<file path="config.mk">
export PLATFORM = sky130hd
export DESIGN_NAME = instr_fetch_unit
export DESIGN_NICKNAME = d
export VERILOG_FILES = /design/src/rtl/instr_fetch_unit.sv
export SDC_FILE = /design/constraint.sdc
export NUM_CORES = 1
export LEC_CHECK = 0
export CORE_MARGIN = 10
export CORE_UTILIZATION = 52
export CTS_CLUSTER_SIZE = 30
export DETAILED_ROUTE_END_ITERATION = 6
export PLACE_DENSITY = 0.79
export SYNTH_ARGS = -nofsm -noshare
export SYNTH_HDL_FRONTEND = slang
export SYNTH_SLANG_ARGS = --single-unit
export TNS_END_PERCENT = 20
</file>
<file path="constraint.sdc">
create_clock -name clk -period 2.5 [get_ports clk]
set_input_delay 0.25 -clock clk [delete_from_list [all_inputs] [get_ports clk]]
set_output_delay 0.25 -clock clk [all_outputs]
set_load 0.005 [all_outputs]
</file>
<file path="src/rtl/instr_fetch_unit.sv">
// Instruction fetch unit: single-outstanding memory requester feeding a
// 2-entry prefetch queue of {pc+4, instr}, with branch redirect/flush.
module instr_fetch_unit (
  input  logic        clk,
  input  logic        Reset,
  output logic        imem_req,
  output logic [31:0] imem_addr,
  input  logic        imem_rdy,
  input  logic [31:0] imem_data,
  input  logic        br_taken,
  input  logic [31:0] br_target,
  input  logic        id_ready,
  output logic        if_valid,
  output logic [31:0] if_instr,
  output logic [31:0] if_pc4,
  output logic [1:0]  q_count,
  output logic [1:0]  dbg_state
);

  typedef enum logic [1:0] {
    S_IDLE = 2'd0,
    S_WAIT = 2'd1,
    S_DROP = 2'd2
  } state_t;

  state_t      state, state_nxt;
  logic [31:0] fetch_pc, fetch_pc_nxt;
  logic [31:0] req_addr, req_addr_nxt;
  logic [31:0] q_pc4   [2];
  logic [31:0] q_instr [2];
  logic        rd_ptr, wr_ptr;
  logic [1:0]  count;
  logic        push, pop, has_slot;
  logic [31:0] resp_pc4;

  // Handshake: imem_req stays high with imem_addr stable until imem_rdy is
  // seen at a rising edge; a pop happens whenever if_valid && id_ready.
  assign pop      = if_valid & id_ready;
  assign has_slot = (count != 2'd2) | pop;
  assign resp_pc4 = req_addr + 32'd4;

  always_comb begin
    state_nxt    = state;
    fetch_pc_nxt = fetch_pc;
    req_addr_nxt = req_addr;
    push         = 1'b0;
    case (state)
      S_IDLE: begin
        if (!br_taken && has_slot) begin
          state_nxt    = S_WAIT;
          req_addr_nxt = fetch_pc;
        end
      end
      S_WAIT: begin
        if (imem_rdy) begin
          state_nxt = S_IDLE;
          if (!br_taken) begin
            push         = 1'b1;
            fetch_pc_nxt = resp_pc4;
          end
        end else if (br_taken) begin
          state_nxt = S_DROP;
        end
      end
      S_DROP: begin
        if (imem_rdy && !br_taken) state_nxt = S_IDLE;
      end
      default: state_nxt = S_IDLE;
    endcase
    // A redirect always wins over the sequential next fetch address.
    if (br_taken) fetch_pc_nxt = {br_target[31:2], 2'b00};
  end

  always_ff @(posedge clk or negedge Reset) begin
    if (!Reset) begin
      state    <= S_IDLE;
      fetch_pc <= 32'd0;
      req_addr <= 32'd0;
    end else begin
      state    <= state_nxt;
      fetch_pc <= fetch_pc_nxt;
      req_addr <= req_addr_nxt;
    end
  end

  always_ff @(posedge clk or negedge Reset) begin
    if (!Reset) begin
      count  <= 2'd0;
      rd_ptr <= 1'b0;
      wr_ptr <= 1'b0;
      for (int i = 0; i < 2; i++) begin
        q_pc4[i]   <= 32'd0;
        q_instr[i] <= 32'd0;
      end
    end else if (br_taken) begin
      count  <= 2'd0;
      rd_ptr <= 1'b0;
      wr_ptr <= 1'b0;
    end else begin
      if (push) begin
        q_pc4[wr_ptr]   <= resp_pc4;
        q_instr[wr_ptr] <= imem_data;
        wr_ptr          <= ~wr_ptr;
      end
      if (pop) rd_ptr <= ~rd_ptr;
      count <= count + {1'b0, push} - {1'b0, pop};
    end
  end

  assign imem_req  = (state != S_IDLE);
  assign imem_addr = req_addr;
  assign if_valid  = (count != 2'd0);
  assign if_instr  = if_valid ? q_instr[rd_ptr] : 32'd0;
  assign if_pc4    = if_valid ? q_pc4[rd_ptr] : 32'd0;
  assign q_count   = count;
  assign dbg_state = state;

endmodule

</file>
Word-level counts from Yosys, hierarchy flattened. Cells that the tools add are included. Widths: inputs -> output; s select.

Logic and storage cells: 72. Output and inout port bits: 102. Bits in registers: 198.

Equality and inequality tests: 6. Mux-type cells: 28. $lt $le $gt $ge: 3. Add/sub/neg operators: 3. Reductions and logical operators: 15. Bitwise gates (word level): 7.

Operators by type and width (number): $mux 32 (12); $bwmux 64 (2); $add 32x3->32 const B (1); $demux 32 s1 (1); $reduce_bool 2->1 (6); $mux 2 (5); $mux 1 (7); $ne 2x2->1 const B (3); $pmux 2 s3 (1); $reduce_and 2->1 (3); $ge 2x2->1 const B (2); $not 1->2 (2); $logic_and 1x1->1 (3); $ne 3x3->1 const B (1); $not 1->1 (3); $reduce_and 3->1 (1); $add 2x1->2 (1); $eq 2x1->1 const B (1); $eq 2x2->1 const B (1); $logic_not 2->1 (1); $lt 2x1->1 const B (1); $sub 2x1->2 (1); $and 1x1->1 (1); $logic_not 1->1 (1); $or 1x1->1 (1).

Logic depth before layout (Yosys ltp).
Word-level depth: 6. Mapped depth: 9. Gate-level depth less buffers: 8.

Worst setup path before layout. No wires, ideal clock.

Kind: reg2reg. Start point: register state[0] (netlist: dbg_state[0]). End point: register count[0] (netlist: q_count[0]). Data arrival time: 1.736 ns. Period minus slack after synthesis: 1.868 ns. Cell stages (with the launch flop): 9. Path slack: 0.632 ns. Setup time: 0.132 ns. Cells stage by stage: dfrtp_1 > nand2_1 > nor3_4 > inv_2 > clkbuf_1 > ha_1 > inv_1 > ha_1 > nor2b_1.

Longest elaborated chain between the ends: 5.

Ends and longest elaborated chain: start, declared (line 26) `state_t state, state_nxt;`; start signal, assigned (line 80) `state <= state_nxt;`; $eq 2x1->1 (line 47) `case (state)`; $mux 1 (line 47); $add 2x1->2 (line 106) `count <= count + {1'b0, push} - {1'b0, pop};`; $sub 2x1->2 (line 106); $mux 2 (line 95) `end else if (br_taken) begin`; end signal, assigned (line 106); end, declared (line 32) `logic [1:0] count;`.

No other way between the ends. A chain may end at the register's enable or synchronous reset.

Worst setup path in the final report.
Start point: register rd_ptr. End point: output if_pc4[17].

Longest elaborated chain between the ends: 5.

Ends and longest elaborated chain: start, declared (line 31) `logic rd_ptr, wr_ptr;`; start signal, assigned (line 105) `if (pop) rd_ptr <= ~rd_ptr;`; $not 1->2 (not written as such) (line 114) `assign if_pc4 = if_valid ? q_pc4[rd_ptr] : 32'd0;`; $mux 32 (not written as such) (3 in series) (line 114); $mux 32 (line 114); end, declared (line 15) `output logic [31:0] if_pc4,`.

No other way between the ends. The select of a mux whose other input is x is not followed.

==> impl_metrics.prom <==
# TYPE chip_impl_metric gauge
chip_impl_metric{name="groute.usage.overall",unit="%"} 20.3
chip_impl_metric{name="die_area",unit="µm²"} 22900
chip_impl_metric{name="starting_density_of_the_core",unit="%"} 53.6
chip_impl_metric{name="placeableCoreArea",unit="µm²"} 16800
chip_impl_metric{name="tightestPinTransition",unit="ns"} 0.602
chip_impl_info{name="end_kind",value="output pin"} 1
chip_impl_metric{name="worst_r2r_setup_slack",unit="ns"} 0.38
chip_impl_metric{name="timing.slew.headroom",unit="%"} 59.9
chip_impl_metric{name="hpwlAfterDp",unit="µm"} 15500
chip_impl_metric{name="yosysWarnings",unit=""} 0
chip_impl_info{name="grt_setup_unrepaired",value="no"} 1
chip_impl_metric{name="cp.arrival",unit="ns"} 2.08
chip_impl_metric{name="grt_max_degree",unit=""} 65
chip_impl_info{name="timing.rr.end",value="q_pc4[58]"} 1
chip_impl_metric{name="vias_per_cell",unit=""} 5.48
chip_impl_metric{name="remaining_drc_errors",unit=""} 0
chip_impl_info{name="worst_setup_path_start_kind",value="flop"} 1
chip_impl_metric{name="tns",unit="ns"} 0
chip_impl_metric{name="design.final.nets",unit=""} 1017
chip_impl_metric{name="ctsHtreeMaxLevel",unit=""} 4
chip_impl_metric{name="finalHoldViolations",unit=""} 0
chip_impl_metric{name="place.port_buffers",unit=""} 168
chip_impl_info{name="status",value="completed"} 1
chip_impl_metric{name="post_synth_inst_count",unit=""} 776
chip_impl_info{name="worst-setup-path-type",value="reg2out"} 1
chip_impl_metric{name="fmax",unit="MHz"} 429
chip_impl_metric{name="number_of_cells_on_the_worst_reg_to_reg_path",unit=""} 6
chip_impl_metric{name="finalSetupViolCount",unit=""} 0
chip_impl_info{name="cts_tree",value="done"} 1
chip_impl_metric{name="via_count_of_the_first_global_routing_pass",unit=""} 6611
chip_impl_metric{name="stdcell_area",unit="µm²"} 11600
chip_impl_info{name="yosys-top-cells-area",value="dfrtp_1 55%, mux2_2 10%, mux2i_1 7.1%"} 1
chip_impl_metric{name="synth-edff-count",unit=""} 0
chip_impl_metric{name="cp_data_required_time",unit="ns"} 2.25
chip_impl_metric{name="grt_remaining_overflow",unit=""} 0
chip_impl_metric{name="std_cell_rows",unit=""} 47
chip_impl_metric{name="synth_seq_cells",unit=""} 198
chip_impl_metric{name="detail_route.first_pass.iterations",unit=""} 4
chip_impl_metric{name="post_dp_cell_area",unit="µm²"} 11000
chip_impl_metric{name="clock_sinks",unit=""} 198
chip_impl_info{name="clk_root_buffer_cell",value="clkbuf_16"} 1
chip_impl_info{name="slowest_stage",value="dfrtp_4"} 1
chip_impl_metric{name="synthToLayoutAreaGrowth",unit="%"} 29.0
chip_impl_info{name="min-delay-path-class",value="in2async"} 1
chip_impl_metric{name="fin_worst_skew",unit="ns"} 0.0127
chip_impl_metric{name="routed-via-count",unit=""} 6458
chip_impl_metric{name="globalplace.congestion",unit=""} 0.798
chip_impl_metric{name="critPathMaxFanout",unit=""} 12
chip_impl_metric{name="crit_path_max_incr_delay",unit="ns"} 0.54
chip_impl_metric{name="clk-insertion-delay-late",unit="ns"} 0.44
chip_impl_metric{name="synthArstFlopShare",unit="%"} 100
chip_impl_info{name="cp_cell_sequence",value="buf_4 > mux2i_1 > nor2_1 > clkdlybuf4s50_1"} 1
chip_impl_metric{name="io_pins",unit=""} 171
chip_impl_metric{name="min_period_over_period",unit="%"} 93.2
chip_impl_metric{name="cap_violations",unit=""} 0
chip_impl_metric{name="grt_antenna_before_repair",unit=""} 1
chip_impl_metric{name="layout_cells_sized_above_1",unit="%"} 17.6
chip_impl_metric{name="die_h",unit="µm"} 151
chip_impl_metric{name="die-width",unit="µm"} 151
chip_impl_metric{name="ir_drop",unit="mV"} 0.599
chip_impl_info{name="r2r_start",value="imem_addr[2]"} 1
chip_impl_metric{name="placedCellCount",unit=""} 1139
chip_impl_metric{name="route.antenna.remaining_nets",unit=""} 0
chip_impl_metric{name="ys_seq_area_share",unit="%"} 55.2
chip_impl_metric{name="detail_route.iter0.violations",unit=""} 443
chip_impl_metric{name="fin_cells",unit=""} 1179
chip_impl_metric{name="syn_avg_cell_area",unit="µm²"} 11.6
chip_impl_metric{name="clk_pin_slew_worst_paths",unit="ns"} 0.07
chip_impl_metric{name="power_density_of_the_placed_cells",unit="nW/µm²"} 1200
chip_impl_info{name="synth_top_cell_by_area",value="dfrtp_1"} 1
chip_impl_metric{name="post-route-min-period",unit="ns"} 2.33
chip_impl_info{name="synth_flop_cell",value="dfrtp_1"} 1
chip_impl_metric{name="final-max-slew-violation-count",unit=""} 0
chip_impl_metric{name="syn_area",unit="µm²"} 8980
chip_impl_metric{name="global_route_wire_length_before_repair",unit="µm"} 36500
chip_impl_metric{name="post_drt_wl_per_cell",unit="µm"} 19.5
chip_impl_metric{name="static_leak",unit="nW"} 4.90
chip_impl_metric{name="maximum_clock_insertion_buffer_count",unit=""} 2
chip_impl_metric{name="routed_wl",unit="µm"} 23000
chip_impl_metric{name="cts-buffers-inserted",unit=""} 17
chip_impl_metric{name="mappedNetlistNets",unit=""} 848
chip_impl_metric{name="synth_largest_type_area_fraction",unit="%"} 55.2
chip_impl_metric{name="yosys.cell_types.count",unit=""} 43
[registers in the layout (all words and copies together) (netlist names)]
signal     cells
q_instr       64
q_pc4         64
fetch_pc      32
imem_addr     32
dbg_state      2
q_count        2
rd_ptr         1
wr_ptr         1
[power breakdown]
part | internal (mW) | leakage, nW | switching [mW]
combinational | 3.26 | 2.14 | 2.63
clock | 1.43 | 0.284 | 1.26
sequential | 4.39 | 2.48 | 0.973
total | 9.08 | 4.90 | 4.86
[area by class of cell]
| class | instances | area [µm²] |
|---|---|---|
| inverter | 8 | 30.0 |
| fill | 1278 | 5170 |
| antenna | 1 | 2.50 |
| tap | 220 | 275 |
| sequential | 198 | 4960 |
| timing repair buffer | 198 | 1980 |
| multi-input combinational | 522 | 3770 |
| clock inverter | 14 | 138 |
| clock buffer | 18 | 439 |
[routing by layer]
layer  GRT usage, %  vias up  share of wire [%]
li1               -     3046                  -
met1           26.4     3191                 43
met2           32.6      195                 47
met3           5.58       26                7.9
met4           5.53        0                1.4
met5              0        -                  0
[worst max-delay path: cells and delay by family, from the launching register on]
kind | cells | cell delay [ns]
muxes | 1 | 0.31
DFF | 1 | 0.54
buffers and inverters | 2 | 0.73
and+or+nand+nor | 1 | 0.07
[worst max-delay path by stage]
stage,startpoint,end,slack [ns],cells past startpoint
CTS,rd_ptr,if_pc4[17],0.006,4
detailed placement,br_taken,q_pc4[49],0.26,7
finish,rd_ptr,if_pc4[17],0.17,4
global route,rd_ptr,if_pc4[17],0.11,4
floorplan,dbg_state[0],q_count[0],0.63,8
global placement,br_taken,fetch_pc[20],0.37,6
[kinds of logic after synthesis]
family / Yosys count / synth area share [%]
and+or+nand+nor: 201 / 10.5
DFF: 198 / 55.2
muxes: 164 / 20.1
AOI/OAI and AO/OA: 123 / 7.80
buffers and inverters: 56 / 3.02
xor gates and xnor gates: 31 / 3.02
adders and majority gates: 3 / 0.418
[synth_stat cells, drive strengths merged, types with 4 or more instances]
cell type / count
mux2: 100
xor2: 18
inv: 8
nor2: 107
nor3: 8
and3: 4
mux2i: 64
buf: 28
nand4: 8
a22oi: 27
nand3: 15
a21oi: 30
clkbuf: 20
xnor2: 13
nand2: 46
dfrtp: 198
o21ai: 60
[cells in the final DEF, fill, tap and decap left out, types with 3 or more instances in the layout]
cell	count
dfrtp_1	197
clkdlybuf4s50_1	167
nor2_1	104
mux2_2	81
mux2i_1	64
o21ai_0	57
nand2_1	45
a21oi_1	30
a22oi_1	27
buf_4	24
xor2_1	18
clkbuf_16	17
nand3_1	14
xnor2_1	13
mux2_4	10
mux2_1	9
inv_1	7
nand4_1	7
nor3_1	6
inv_6	5
buf_12	5
and3_1	4
clkinv_4	4
or2_2	3
o21ai_1	3
ha_1	3
[stage by stage]
step | setup WS, ns | utilization (%) | hold WS [ns] | total power [mW]
6_report | 0.170 | 69.1 | 0.357 | 13.9
5_1_grt | 0.112 | 69.1 | 0.409 | 14.9
4_1_cts | 0.00604 | 68.9 | 0.377 | 14.0
3_5_place_dp | 0.259 | 65.4 | 0.277 | 11.3
3_3_place_gp | 0.371 | 65.4 | 0.275 | 11.1
2_1_floorplan | 0.632 | - | -0.0456 | 8.29
[timing repair]
item,CTS,global route
hold buffers,1,0
setup endpoints to repair,0,1
resized for setup,0,0
hold endpoints to repair,61,0
buffers inserted,0,6
Power figures use the tool's default switching activity.
